File: config.mk
export PLATFORM = sky130hd
export DESIGN_NAME = tile_lane_renderer
export DESIGN_NICKNAME = d
export VERILOG_FILES = /design/src/rtl/tile_lane_renderer.sv
export SDC_FILE = /design/constraint.sdc
export NUM_CORES = 1
export LEC_CHECK = 0
export CAP_MARGIN = 25
export CORE_MARGIN = 1.5
export CORE_UTILIZATION = 50
export CTS_CLUSTER_SIZE = 10
export DETAILED_ROUTE_END_ITERATION = 6
export PLACE_DENSITY_LB_ADDON = 0.15
export REMOVE_ABC_BUFFERS = 1
export SKIP_LAST_GASP = 1
export SYNTH_ARGS = -nofsm -noshare
export SYNTH_HDL_FRONTEND = slang
export SYNTH_SLANG_ARGS = --single-unit
File: constraint.sdc
create_clock -name clock -period 3.1 [get_ports clock]
set_input_delay 0.775 -clock clock [delete_from_list [all_inputs] [get_ports clock]]
set_output_delay 0.775 -clock clock [all_outputs]
set_load 0.01 [all_outputs]
File: src/rtl/tile_lane_renderer.sv
`default_nettype none
// ============================================================================
// Module   : tile_lane_renderer
// Purpose  : Tile-drawing engine for the VGA game display. Draw requests
//            (lane, row, mode, colour) are queued in a small FIFO and turned
//            into a stream of one pixel per cycle (x, y, colour, plot) for
//            vga_adapter. Modes: fill, erase, invert-fill, clear whole lane.
// Ports    : clock, reset (async, active-high)
//            req_valid/req_ready/req_lane/req_row/req_mode/req_colour - request
//            x[7:0], y[6:0], colour[2:0], plot - registered pixel stream
//            busy  - FIFO non-empty or engine active
//            done  - 1-cycle pulse after the final pixel of a request
//            err   - 1-cycle pulse when a popped request is rejected
// Config   : TILE_BORDER_EN - when defined, fill and invert-fill tiles get a
//            one-pixel frame drawn in BORDER_COLOUR.
// Revision : 1.0 - initial release
// ============================================================================
module tile_lane_renderer #(
  parameter int LANES = 4,
  parameter int TILE_W = 40,
  parameter int TILE_H = 30,
  parameter int SCREEN_H = 120,
  parameter int X0 = 0,
  parameter int REQ_DEPTH = 4,
  parameter logic [2:0] BORDER_COLOUR = 3'b111,
  localparam int LW = (LANES > 1) ? $clog2(LANES) : 1,
  localparam int ROWS = SCREEN_H / TILE_H,
  localparam int RW = (ROWS > 1) ? $clog2(ROWS) : 1
) (
  input  logic          clock,
  input  logic          reset,
  input  logic          req_valid,
  output logic          req_ready,
  input  logic [LW-1:0] req_lane,
  input  logic [RW-1:0] req_row,
  input  logic [1:0]    req_mode,
  input  logic [2:0]    req_colour,
  output logic [7:0]    x,
  output logic [6:0]    y,
  output logic [2:0]    colour,
  output logic          plot,
  output logic          busy,
  output logic          done,
  output logic          err
);

  localparam int c_aw  = $clog2(REQ_DEPTH);
  localparam int c_cxw = (TILE_W > 1) ? $clog2(TILE_W) : 1;
  localparam int c_cyw = (ROWS * TILE_H > 1) ? $clog2(ROWS * TILE_H) : 1;
  localparam int c_ew  = LW + RW + 5;
  localparam logic [c_cxw-1:0] c_cx_last      = c_cxw'(TILE_W - 1);
  localparam logic [c_cyw-1:0] c_cy_tile_last = c_cyw'(TILE_H - 1);
  localparam logic [c_cyw-1:0] c_cy_lane_last = c_cyw'(ROWS * TILE_H - 1);
  localparam logic [1:0] c_MODE_FILL  = 2'b00;
  localparam logic [1:0] c_MODE_ERASE = 2'b01;
  localparam logic [1:0] c_MODE_INV   = 2'b10;
  localparam logic [1:0] c_MODE_LANE  = 2'b11;

  typedef enum logic [1:0] {S_IDLE, S_LOAD, S_DRAW, S_DONE} state_t;

  // ---------------------------------------------------------------- FIFO
  logic [c_ew-1:0] r_mem [REQ_DEPTH];
  logic [c_aw:0]   r_wr_ptr, r_rd_ptr;
  logic [c_aw:0]   w_count;
  logic            w_full, w_empty, w_push, w_pop;

  assign w_count   = r_wr_ptr - r_rd_ptr;
  assign w_full    = (w_count == (c_aw + 1)'(REQ_DEPTH));
  assign w_empty   = (w_count == '0);
  // Held low during reset so no request is lost while the queue is flushed.
  assign req_ready = !w_full && !reset;
  assign w_push    = req_valid && req_ready;

  always_ff @(posedge clock) begin
    if (w_push) r_mem[r_wr_ptr[c_aw-1:0]] <= {req_lane, req_row, req_mode, req_colour};
  end

  logic [c_ew-1:0] w_head;
  logic [LW-1:0]   w_h_lane;
  logic [RW-1:0]   w_h_row;
  logic [1:0]      w_h_mode;
  logic [2:0]      w_h_colour;
  logic            w_h_ok;
  logic [7:0]      w_h_xb;
  logic [6:0]      w_h_yb;

  assign w_head     = r_mem[r_rd_ptr[c_aw-1:0]];
  assign w_h_lane   = w_head[c_ew-1 -: LW];
  assign w_h_row    = w_head[5 +: RW];
  assign w_h_mode   = w_head[4:3];
  assign w_h_colour = w_head[2:0];
  // Row is irrelevant for a whole-lane clear, so it is never a reason to reject.
  assign w_h_ok     = (int'(w_h_lane) < LANES) &&
                      ((w_h_mode == c_MODE_LANE) || (int'(w_h_row) < ROWS));
  assign w_h_xb     = 8'(X0 + int'(w_h_lane) * TILE_W);
  assign w_h_yb     = (w_h_mode == c_MODE_LANE) ? 7'd0 : 7'(int'(w_h_row) * TILE_H);

  // ---------------------------------------------------------------- engine
  state_t           r_state, w_state_nx;
  logic [7:0]       r_xb;
  logic [6:0]       r_yb;
  logic [1:0]       r_mode;
  logic [2:0]       r_req_colour;
  logic [c_cxw-1:0] r_cx, w_nx_cx;
  logic [c_cyw-1:0] r_cy, w_nx_cy;
  logic [7:0]       r_x;
  logic [6:0]       r_y;
  logic [2:0]       r_pix_colour;
  logic             r_plot, r_done, r_err;
  logic             w_plot_nx, w_done_nx, w_err_nx, w_latch, w_last_pix, w_edge;
  logic [7:0]       w_sel_xb, w_px_x;
  logic [6:0]       w_sel_yb, w_px_y;
  logic [1:0]       w_sel_mode;
  logic [2:0]       w_sel_colour, w_px_colour;

  assign w_pop = (r_state == S_LOAD);

  // The pixel registered at the next edge comes from the head entry while
  // loading, otherwise from the latched request.
  assign w_sel_xb     = (r_state == S_LOAD) ? w_h_xb     : r_xb;
  assign w_sel_yb     = (r_state == S_LOAD) ? w_h_yb     : r_yb;
  assign w_sel_mode   = (r_state == S_LOAD) ? w_h_mode   : r_mode;
  assign w_sel_colour = (r_state == S_LOAD) ? w_h_colour : r_req_colour;

  assign w_last_pix = (r_cx == c_cx_last) &&
                      (r_cy == ((r_mode == c_MODE_LANE) ? c_cy_lane_last : c_cy_tile_last));

  always_comb begin
    w_nx_cx = '0;
    w_nx_cy = '0;
    if (r_state == S_DRAW) begin
      if (r_cx == c_cx_last) begin
        w_nx_cy = r_cy + c_cyw'(1);
      end else begin
        w_nx_cx = r_cx + c_cxw'(1);
        w_nx_cy = r_cy;
      end
    end
  end

`ifdef TILE_BORDER_EN
  assign w_edge = (w_nx_cx == '0) || (w_nx_cx == c_cx_last) ||
                  (w_nx_cy == '0) || (w_nx_cy == c_cy_tile_last);
`else
  assign w_edge = 1'b0;
`endif

  always_comb begin
    w_px_colour = 3'b000;
    case (w_sel_mode)
      c_MODE_FILL:  w_px_colour = w_edge ? BORDER_COLOUR : w_sel_colour;
      c_MODE_ERASE: w_px_colour = 3'b000;
      c_MODE_INV:   w_px_colour = w_edge ? BORDER_COLOUR : ~w_sel_colour;
      default:      w_px_colour = 3'b000;
    endcase
  end

  assign w_px_x = w_sel_xb + 8'(w_nx_cx);
  assign w_px_y = w_sel_yb + 7'(w_nx_cy);

  always_comb begin
    w_state_nx = r_state;
    w_plot_nx  = 1'b0;
    w_done_nx  = 1'b0;
    w_err_nx   = 1'b0;
    w_latch    = 1'b0;
    case (r_state)
      S_IDLE: if (!w_empty) w_state_nx = S_LOAD;
      S_LOAD: begin
        if (w_h_ok) begin
          w_state_nx = S_DRAW;
          w_plot_nx  = 1'b1;
          w_latch    = 1'b1;
        end else begin
          w_state_nx = S_IDLE;
          w_err_nx   = 1'b1;
        end
      end
      S_DRAW: begin
        if (w_last_pix) begin
          w_state_nx = S_DONE;
          w_done_nx  = 1'b1;
        end else begin
          w_plot_nx  = 1'b1;
        end
      end
      S_DONE:  w_state_nx = w_empty ? S_IDLE : S_LOAD;
      default: w_state_nx = S_IDLE;
    endcase
  end

  always_ff @(posedge clock or posedge reset) begin
    if (reset) begin
      r_wr_ptr     <= '0;
      r_rd_ptr     <= '0;
      r_state      <= S_IDLE;
      r_xb         <= '0;
      r_yb         <= '0;
      r_mode       <= '0;
      r_req_colour <= '0;
      r_cx         <= '0;
      r_cy         <= '0;
      r_x          <= '0;
      r_y          <= '0;
      r_pix_colour <= '0;
      r_plot       <= 1'b0;
      r_done       <= 1'b0;
      r_err        <= 1'b0;
    end else begin
      if (w_push) r_wr_ptr <= r_wr_ptr + (c_aw + 1)'(1);
      if (w_pop)  r_rd_ptr <= r_rd_ptr + (c_aw + 1)'(1);
      r_state <= w_state_nx;
      r_plot  <= w_plot_nx;
      r_done  <= w_done_nx;
      r_err   <= w_err_nx;
      if (w_latch) begin
        r_xb         <= w_h_xb;
        r_yb         <= w_h_yb;
        r_mode       <= w_h_mode;
        r_req_colour <= w_h_colour;
      end
      if (w_plot_nx) begin
        r_cx         <= w_nx_cx;
        r_cy         <= w_nx_cy;
        r_x          <= w_px_x;
        r_y          <= w_px_y;
        r_pix_colour <= w_px_colour;
      end
    end
  end

  assign x      = r_x;
  assign y      = r_y;
  assign colour = r_pix_colour;
  assign plot   = r_plot;
  assign done   = r_done;
  assign err    = r_err;
  assign busy   = !w_empty || (r_state != S_IDLE);

endmodule
`default_nettype wire

==> qor.yml <==
placed_design:
  hpwl_mm: 5.68
  port_buffers: 33
  gp_congestion: 0.801
worst_setup_path:
  crit_path_start_kind: "flip-flop"
  cp-end-kind: "flip-flop"
  crit_buf_inv: 1
  cp_top_family: "compound AO/OA/AOI/OAI gates"
  critPathKind: "reg2reg"
  cp_cell_sequence: "mux4_2, inv_2, ha_4, a22o_4, ha_4, a21o_1, a2111o_1, and3_4, o211a_1, o31ai_2"
  slowest_delay_ns: 0.56
  cp_common_cell: "ha_4"
  crit_slowest_cell: "mux4_2"
  cp_max_fo: 5
  crit_arrival_ns: 3.36
  required_ns: 3.37
die:
  num_rows: 33
  die-width_um: 95.4
  start_util_pct: 51.7
  ios: 35
  core-area_sq_mm: 0.00826
  die_y_um: 95.4
  die_area_sq_mm: 0.00910
logic_synthesis:
  yosys_register_bits: 85
  ys_warn_count: 0
  ys_seq_area_share_pct: 54.1
  synth_cell_types: 52
  yosysTopAreaCell: "dfrtp_1"
  synth_flop_cell: "dfrtp_1"
  synth_enable_flop_cells: 36
  synth_common_cells: "dfrtp_1 (49), edfxtp_1 (36), ha_1 (25)"
  synthTopCellsByArea: "dfrtp_1 (29%), edfxtp_1 (25%), ha_1 (7.3%)"
  synth_cells: 328
  async_flop_share_pct: 57.6
  yosysMostFrequentCell: "dfrtp_1"
  synth.avg_cell_area_sq_um: 13.0
  syn_area_sq_mm: 0.00427
  synth.top_cell.area_share_pct: 28.7
grt:
  antenna_found_initial: 0
  grt.overflow.total: 0
  top_usage_layer: "met2"
  grt_max_degree: 40
  grtUsageTotal_pct: 20.2
  grt_pass1_wl_mm: 13.7
  use_met2_pct: 32.5
  first_global_vias: 2731
  use_met3_pct: 2.95
  grtUsageMet1_pct: 27.4
clock_tree:
  clockRootBuffer: "clkbuf_8"
  htree_levels: 3
  numCtsBuffers: 9
  clock_insertion_delay_worst_skew_ns: 0.35
  clk_pin_slew_worst_paths_ns: 0.09
  cts_hold_buf: 0
  cts_tree: "yes"
  clk_path_buf_depth: 2
  clock-sinks: 85
power:
  power.leakage_nw: 2.18
  ir_worst_vdd_v: 0.000394
  p_per_area_mw_per_mm2: 939
  p_int_mw: 3.05
  pwr-share-clk_pct: 16.2
  power_switching_mw: 1.84
  seqPwrFrac_pct: 33.3
  finalPower_mw: 4.89
  switching_share_pct: 37.6
  combPwrFrac_pct: 50.4
timing:
  finalSetupViolCount: 0
  slew_violations: 0
  relSlewSlack_pct: 45.1
  hold_violations: 0
  fin_skew_ns: 0.0107
  fin_tns_setup_ns: 0
  min_period_ns: 3.09
  fmax_mhz: 324
  tightest_slew_ns: 0.822
  fin_crit_sh_pct: 99.6
  rsz0062_at_grt: "true"
drt:
  drt-total-wl_mm: 8.28
  drt_iter0_markers: 102
  ant_nets: 0
  wl_per_cell_um: 16.6
  viasPerCell: 5.41
  first_pass_iters: 4
  drc: 0
  num_vias: 2702
flow_run:
  max_cap_viol_count: 0
hold_path:
  hold_path_class: "reg2reg"
run_status:
  status: "completed"
cells_and_area:
  drive_gt1_share_pct: 24.6
  fin_nets: 428
  area_growth_syn_to_layout_pct: 22.0
  multi_input_area_sq_mm: 0.00189
  n_antenna_cell: 0
  nFillCells: 645
  register_area_sq_mm: 0.00231
-- per-stage QoR --
stage | utilization [%] | cells | instance area, sq um | setup slack (ns) | hold slack, ns
finish | 63.0 | 499 | 5200 | 0.0125 | 0.494
detailed placement | 58.4 | 476 | 4820 | -0.0543 | 0.478
floorplan | - | 311 | 4160 | -0.251 | 0.456
CTS | 61.3 | 494 | 5060 | 0.000666 | 0.494
global placement | 58.4 | 476 | 4820 | 0.0490 | 0.480
global route | 63.0 | 499 | 5200 | -0.0705 | 0.517
-- flip-flops by register name (all words and copies together) (netlist names) --
signal,flops
colour,3
r_mode,2
r_xb,2
r_rd_ptr,3
r_mem,36
y,6
r_cx,6
r_wr_ptr,3
r_state,2
r_yb,5
r_cy,7
done,1
plot,1
x,5
r_req_colour,3
-- per-layer routing --
metal	up-vias	part of all wire (%)	wire length [um]
met2	51	49	4070
li1	1324	-	-
met1	1319	47	3890
met5	-	0	0
met3	8	2.7	224
met4	0	1.2	102
-- worst register-to-register path: cells and delay by family, from the launching register on --
family	cells	cell delay, ns
adders and majority gates	2	0.44
DFF	1	0.44
AOI/OAI and AO/OA	5	1.29
muxes	1	0.56
buffers and inverters	1	0.09
and+or+nand+nor	1	0.19
-- power by group through the flow --
| stage | Sequential [mW] | Combinational (mW) | Clock (mW) |
|---|---|---|---|
| 2_1_floorplan | 1.70 | 1.39 | 0 |
| 6_report | 1.63 | 2.46 | 0.794 |
| 3_3_place_gp | 1.65 | 2.21 | 0 |
| 4_1_cts | 1.63 | 2.33 | 0.811 |
| 5_1_grt | 1.67 | 2.73 | 0.868 |
| 3_5_place_dp | 1.66 | 2.26 | 0 |
-- path summary, 6_finish.rpt --
path / from / endpoint / slack (ns) / cells after the start
max in group asynchronous: reset / plot / 1.52 / 3
hold / removal: r_wr_ptr[2] / r_wr_ptr[2] / 0.49 / 1
min in group asynchronous: reset / r_xb[5] / 0.96 / 2
hold reg to reg: r_wr_ptr[2] / r_wr_ptr[2] / 0.49 / 1
setup / recovery: r_rd_ptr[0] / y[6] / 0.01 / 10
setup reg to reg: r_rd_ptr[0] / y[6] / 0.01 / 10
-- layout by cell type, fill, tap and decap left out, drive strengths merged, types with 2 or more instances in the layout --
cell	Yosys	layout
a21oi	8	8
nand2	19	19
mux4	9	9
nand4b	2	2
clkinvlp	0	3
inv	19	20
fa	2	2
buf	10	34
o31ai	5	5
and3	4	4
mux2i	5	5
and2	6	6
dlymetal6s2s	0	2
clkbuf	7	9
clkdlybuf4s50	0	31
xor2	6	6
edfxtp	36	36
or2	2	2
nor2	13	13
nor3b	2	2
nand3	6	6
nor3	4	4
o41ai	3	3
dfrtp	49	49
o2bb2ai	2	2
a22o	14	14
mux2	13	13
clkinv	0	2
o21ai	19	19
xnor2	16	16
a21o	5	5
ha	25	25
-- cells by family (layout without fill, tap and decap cells) --
family,after synthesis,count (layout),share of synthesized area [%]
DFF,85,85,54.1
AOI/OAI and AO/OA,65,65,10.7
and+or+nand+nor,65,65,7.95
buffers and inverters,36,102,4.40
adders and majority gates,27,27,8.27
muxes,27,27,10.1
xor gates and xnor gates,22,22,4.51
other,1,1,0.0879
-- what timing repair did --
action / CTS / global route
setup endpoints to repair: 3 / 3
resized for setup: 8 / 17
hold endpoints to repair: 0 / 0
buffers inserted: 2 / 5
pin swaps: 2 / 9
-- final cells by class --
class                   instances  area share, %
multi-input cells             207           36.3
flip-flops and latches         85           44.4
inverters                      19           1.51
clock buffers                   9           2.38
well taps                     105           2.52
clock inverters                 7           1.44
repair buffers                 67           11.4
(Power assumes the default switching activity.)
